### config.mk
export PLATFORM = sky130hd
export DESIGN_NAME = seq_divider
export DESIGN_NICKNAME = d
export VERILOG_FILES = /design/src/rtl/seq_divider_pkg.sv /design/src/rtl/seq_divider_addsub_step.sv /design/src/rtl/seq_divider.sv
export SDC_FILE = /design/constraint.sdc
export NUM_CORES = 1
export LEC_CHECK = 0
export CAP_MARGIN = 30
export CORE_MARGIN = 4
export CORE_UTILIZATION = 48
export CTS_CLUSTER_SIZE = 30
export DETAILED_ROUTE_END_ITERATION = 8
export PLACE_DENSITY = 0.89
export SLEW_MARGIN = 10
export SYNTH_ARGS = -nofsm -noshare
export SYNTH_HDL_FRONTEND = slang
export SYNTH_SLANG_ARGS = --single-unit
### constraint.sdc
create_clock -name clk -period 3.7 [get_ports clk]
set_input_delay 0.74 -clock clk [delete_from_list [all_inputs] [get_ports clk]]
set_output_delay 0.74 -clock clk [all_outputs]
set_load 0.005 [all_outputs]
### src/rtl/seq_divider_pkg.sv
// Shared definitions for the seq_divider block: FSM states, default width,
// and iteration-counter sizing.
package seq_divider_pkg;

   typedef enum logic [1:0] {
      IDLE = 2'd0,
      RUN  = 2'd1,
      FIX  = 2'd2,
      DONE = 2'd3
   } div_state_e;

   localparam int unsigned DIV_WIDTH = 30;
   localparam int unsigned DIV_CNT_W = $clog2(DIV_WIDTH);

   // Counter width for an arbitrary operand width, never below one bit.
   function automatic int unsigned div_cnt_width(input int unsigned w);
      return (w > 1) ? $clog2(w) : 1;
   endfunction

endpackage

### src/rtl/seq_divider_addsub_step.sv
// Combinational W-bit add/subtract primitive. sel=1 subtracts by inverting b
// and injecting a carry-in. The carry out of the MSB is discarded.
module div_addsub_step #(
   parameter int unsigned W = 31
) (
   input  logic [W-1:0] a,
   input  logic [W-1:0] b,
   input  logic         sel,
   output logic [W-1:0] sum
);

   logic [W-1:0] b_eff;

   always_comb begin
      b_eff = b ^ {W{sel}};
      sum   = a + b_eff + W'(sel);
   end

endmodule

### src/rtl/seq_divider.sv
// Multi-cycle unsigned non-restoring divider, one quotient bit per cycle.
// Optional divide-by-zero shortcut and flag under DIV_ZERO_DETECT_EN.
module seq_divider
   import seq_divider_pkg::*;
#(
   parameter int unsigned WIDTH = DIV_WIDTH
) (
   input  logic             clk,
   input  logic             rst,
   input  logic             in_valid,
   output logic             in_ready,
   input  logic [WIDTH-1:0] dividend,
   input  logic [WIDTH-1:0] divisor,
   output logic             out_valid,
   input  logic             out_ready,
   output logic [WIDTH-1:0] quotient,
   output logic [WIDTH-1:0] remainder,
   output logic             div_zero
);

   localparam int unsigned RW    = WIDTH + 1;
   localparam int unsigned CNT_W = div_cnt_width(WIDTH);
   localparam logic [CNT_W-1:0] CNT_LAST = CNT_W'(WIDTH - 1);

   div_state_e       state_q, state_d;
   logic [RW-1:0]    r_q, r_d;
   logic [WIDTH-1:0] q_q, q_d;
   logic [WIDTH-1:0] d_q, d_d;
   logic [CNT_W-1:0] cnt_q, cnt_d;

   logic [RW-1:0]    step_a;
   logic [RW-1:0]    step_b;
   logic             step_sel;
   logic [RW-1:0]    step_sum;

`ifdef DIV_ZERO_DETECT_EN
   logic             dz_q, dz_d;
`endif

   div_addsub_step #(
      .W (RW)
   ) u_step (
      .a   (step_a),
      .b   (step_b),
      .sel (step_sel),
      .sum (step_sum)
   );

   always_ff @(posedge clk or posedge rst) begin
      if (rst) begin
         state_q <= IDLE;
         r_q     <= '0;
         q_q     <= '0;
         d_q     <= '0;
         cnt_q   <= '0;
`ifdef DIV_ZERO_DETECT_EN
         dz_q    <= 1'b0;
`endif
      end else begin
         state_q <= state_d;
         r_q     <= r_d;
         q_q     <= q_d;
         d_q     <= d_d;
         cnt_q   <= cnt_d;
`ifdef DIV_ZERO_DETECT_EN
         dz_q    <= dz_d;
`endif
      end
   end

   always_comb begin
      state_d  = state_q;
      r_d      = r_q;
      q_d      = q_q;
      d_d      = d_q;
      cnt_d    = cnt_q;
`ifdef DIV_ZERO_DETECT_EN
      dz_d     = dz_q;
`endif
      // Step operands default to the RUN iteration; FIX overrides them.
      step_a   = {r_q[WIDTH-1:0], q_q[WIDTH-1]};
      step_b   = {1'b0, d_q};
      step_sel = ~r_q[WIDTH];

      case (state_q)
         IDLE: begin
            if (in_valid) begin
`ifdef DIV_ZERO_DETECT_EN
               if (divisor == '0) begin
                  q_d     = '1;
                  r_d     = {1'b0, dividend};
                  dz_d    = 1'b1;
                  state_d = DONE;
               end else begin
                  d_d     = divisor;
                  q_d     = dividend;
                  r_d     = '0;
                  cnt_d   = '0;
                  state_d = RUN;
               end
`else
               d_d     = divisor;
               q_d     = dividend;
               r_d     = '0;
               cnt_d   = '0;
               state_d = RUN;
`endif
            end
         end
         RUN: begin
            r_d   = step_sum;
            q_d   = {q_q[WIDTH-2:0], ~step_sum[WIDTH]};
            cnt_d = cnt_q + CNT_W'(1);
            if (cnt_q == CNT_LAST) begin
               state_d = FIX;
            end
         end
         FIX: begin
            step_a   = r_q;
            step_sel = 1'b0;
            if (r_q[WIDTH]) begin
               r_d = step_sum;
            end
            state_d = DONE;
         end
         DONE: begin
            if (out_ready) begin
               state_d = IDLE;
`ifdef DIV_ZERO_DETECT_EN
               dz_d    = 1'b0;
`endif
            end
         end
         default: state_d = IDLE;
      endcase
   end

   assign in_ready  = (state_q == IDLE);
   assign out_valid = (state_q == DONE);
   assign quotient  = q_q;
   assign remainder = r_q[WIDTH-1:0];
`ifdef DIV_ZERO_DETECT_EN
   assign div_zero  = dz_q;
`else
   assign div_zero  = 1'b0;
`endif

endmodule

==> results.json <==
{
  "netlist_top_cells_area": "dfrtp_1, mux2_2, ha_1",
  "wl_per_cell_um": 16.62,
  "slew_viol_final": 0,
  "tightest_slew_ps": 754.3,
  "finalCritPeriodShare_pct": 94.27,
  "clk_path_buf_depth": 2,
  "synth.most_common_cell": "dfrtp_1",
  "ys_warn_count": 0,
  "start_util_pct": 49.13,
  "grt_first_pass_wirelength_um": 25300,
  "first_pass_iters": 4,
  "async_flop_share_pct": 100.0,
  "io_pins": 127,
  "syn2layout_area_growth_pct": 25.15,
  "syn-cell-area_mm2": 0.006533,
  "hold_buffers": 0,
  "final_area_mm2": 0.008175,
  "core-area_mm2": 0.01330,
  "rsz0062_at_grt": "no",
  "synth.avg_cell_area_um2": 10.11,
  "crit_fanout": 8,
  "yosys_most_used_dff": "dfrtp_1",
  "layout-drive-gt1-share_pct": 15.36,
  "ys_top_cells_by_count": "dfrtp_1, mux2_2, o21ai_0",
  "finalWorstSetupSlack_ps": 212.0,
  "grt_util_met3_pct": 6.647,
  "dp_slack_ps": 26.87,
  "end_kind": "flop",
  "max_freq_mhz": 286.7,
  "use_met2_pct": 32.47,
  "cp.arrival_ps": 3730,
  "drc": 0,
  "hold_viol": 0,
  "hold_slack_ps": 506.2,
  "yosysTopAreaCell": "dfrtp_1",
  "fillers": 1091,
  "critical_path_class": "reg -> reg",
  "skew_ps": 11.14,
  "clkTransAtPathRegs_ps": 70,
  "hold_class": "reg -> reg",
  "num_vias": 5193,
  "wirelength_um": 15260,
  "nets": 839,
  "ys_ff_latch": 98,
  "reg2reg_from": "state_q[0]",
  "setup_tns_ps": 0,
  "syn_inst": 646,
  "die_area_mm2": 0.01554,
  "min_from": "quotient[28]",
  "grt_pass1_vias": 5283,
  "die_x_um": 124.7,
  "multi_input_area_mm2": 0.003729,
  "antenna_found_initial": 0,
  "clkSinkCount": 98,
  "cp-start-kind": "flop",
  "grt_use_met1_pct": 23.68,
  "cts_made_buffers": 9,
  "status": "completed",
  "hpwl_um": 11350,
  "fin_crit_ps": 3488,
  "cts-htree-levels": 3,
  "clk_latency_ps": 350,
  "top_usage_layer": "met2",
  "synth_edf_count": 0,
  "grt_use_total_pct": 19.52,
  "portBuffers": 125,
  "crit_start": "state_q[0]",
  "regArea_mm2": 0.002452,
  "vias_per_cell": 5.657,
  "ys_seq_area_share_pct": 37.54,
  "place_area_mm2": 0.007824,
  "synth_fp_nets": 746,
  "die-height_um": 124.7,
  "max_slew_margin_pct": 49.70,
  "grt_max_degree": 59,
  "cp.required_ps": 3940,
  "synth_top_area_share_pct": 37.54,
  "maxCapViolCount": 0,
  "ys_types": 65,
  "drtIter0Drc": 252,
  "antennaDiodeCount": 0,
  "cts_tree": "yes",
  "cts_root_buf": "clkbuf_16",
  "rows": 42,
  "grt_overflow": 0,
  "ant_nets": 0,
  "place_congestion": 0.9353,
  "setup_viol": 0
}
## cell usage in the layout (no fill, tap or decap), drive strengths merged, types with 3 or more instances in the layout
cell type,netlist,layout
o211ai,5,5
inv,13,13
nand3,10,10
a21oi,27,27
a211oi,6,6
and3,3,3
or3,8,8
nand2,55,55
xor2,39,39
nor4,3,3
buf,41,16
clkdlybuf4s50,0,125
o21bai,8,8
dfrtp,98,98
clkbuf,18,11
a22o,18,18
a21o,14,14
nand4,7,7
o21a,5,5
a211o,3,3
and2,4,4
a32o,6,6
bufinv,0,3
mux2,59,59
o21ai,59,59
ha,35,35
mux2i,30,30
a31oi,5,5
nor3,9,9
nor2,21,21
xnor2,10,10
## cell families (layout without fill, tap and decap cells)
kind of cell | count (synthesis) | after routing | share of synthesized area (%)
adders and majority gates | 36 | 36 | 7.010
and+or+nand+nor | 124 | 124 | 9.021
muxes | 89 | 89 | 14.77
DFF | 98 | 98 | 37.54
other | 1 | 1 | 0.05741
xor gates and xnor gates | 50 | 50 | 6.914
buffers and inverters | 72 | 168 | 6.014
AOI/OAI and AO/OA | 176 | 176 | 18.68
## worst paths after layout
path,endpoint,slack (ps),cells past startpoint
min,quotient[28],510,2
min in group asynchronous,d_q[25],880,2
max reg2reg,r_q[18],210,11
max in group asynchronous,r_q[7],2130,3
max,r_q[18],210,11
min reg2reg,quotient[28],510,2
## layer usage
metal / part of all wire, % / vias to the layer above
met5: 0 / -
met4: 2.3 / 0
met3: 7.7 / 27
met2: 47 / 158
met1: 43 / 2498
li1: - / 2510
## stage by stage
step	utilization, %	instances
2_1_floorplan	-	646
3_3_place_gp	58.85	904
3_5_place_dp	58.85	904
4_1_cts	61.27	918
5_1_grt	61.49	918
6_report	61.49	918
## registers in the layout, summed over array words and instances, names as in the netlist
register / flops
cnt_q: 5
d_q: 30
quotient: 30
r_q: 31
state_q: 2
## final cells by class
cell class,count,area share (%)
Clock buffer,11,2.847
Clock inverter,3,1.102
Tap cell,176,2.694
Timing Repair Buffer,141,17.13
Inverter,13,0.6275
Sequential cell,98,30.00
Multi-Input combinational cell,476,45.61
## worst max-delay path: stages (launching register included)
cell and delay, ps:
dfrtp_1 410, inv_1 140, ha_4 230, mux2_2 380
fa_1 500, a211oi_2 280, o21bai_1 140, a21o_1 240
a221oi_4 380, nor3_2 90, or3_1 350, a32o_1 250
## what timing repair did
item	in CTS	in global routing
resized for setup	0	6
setup endpoints to repair	0	14
buffers inserted	0	0
endpoints found under the hold margin	0	0
Power is not shown: default switching activity piles up to over one toggle a cycle in this logic, so the estimate is an artifact.
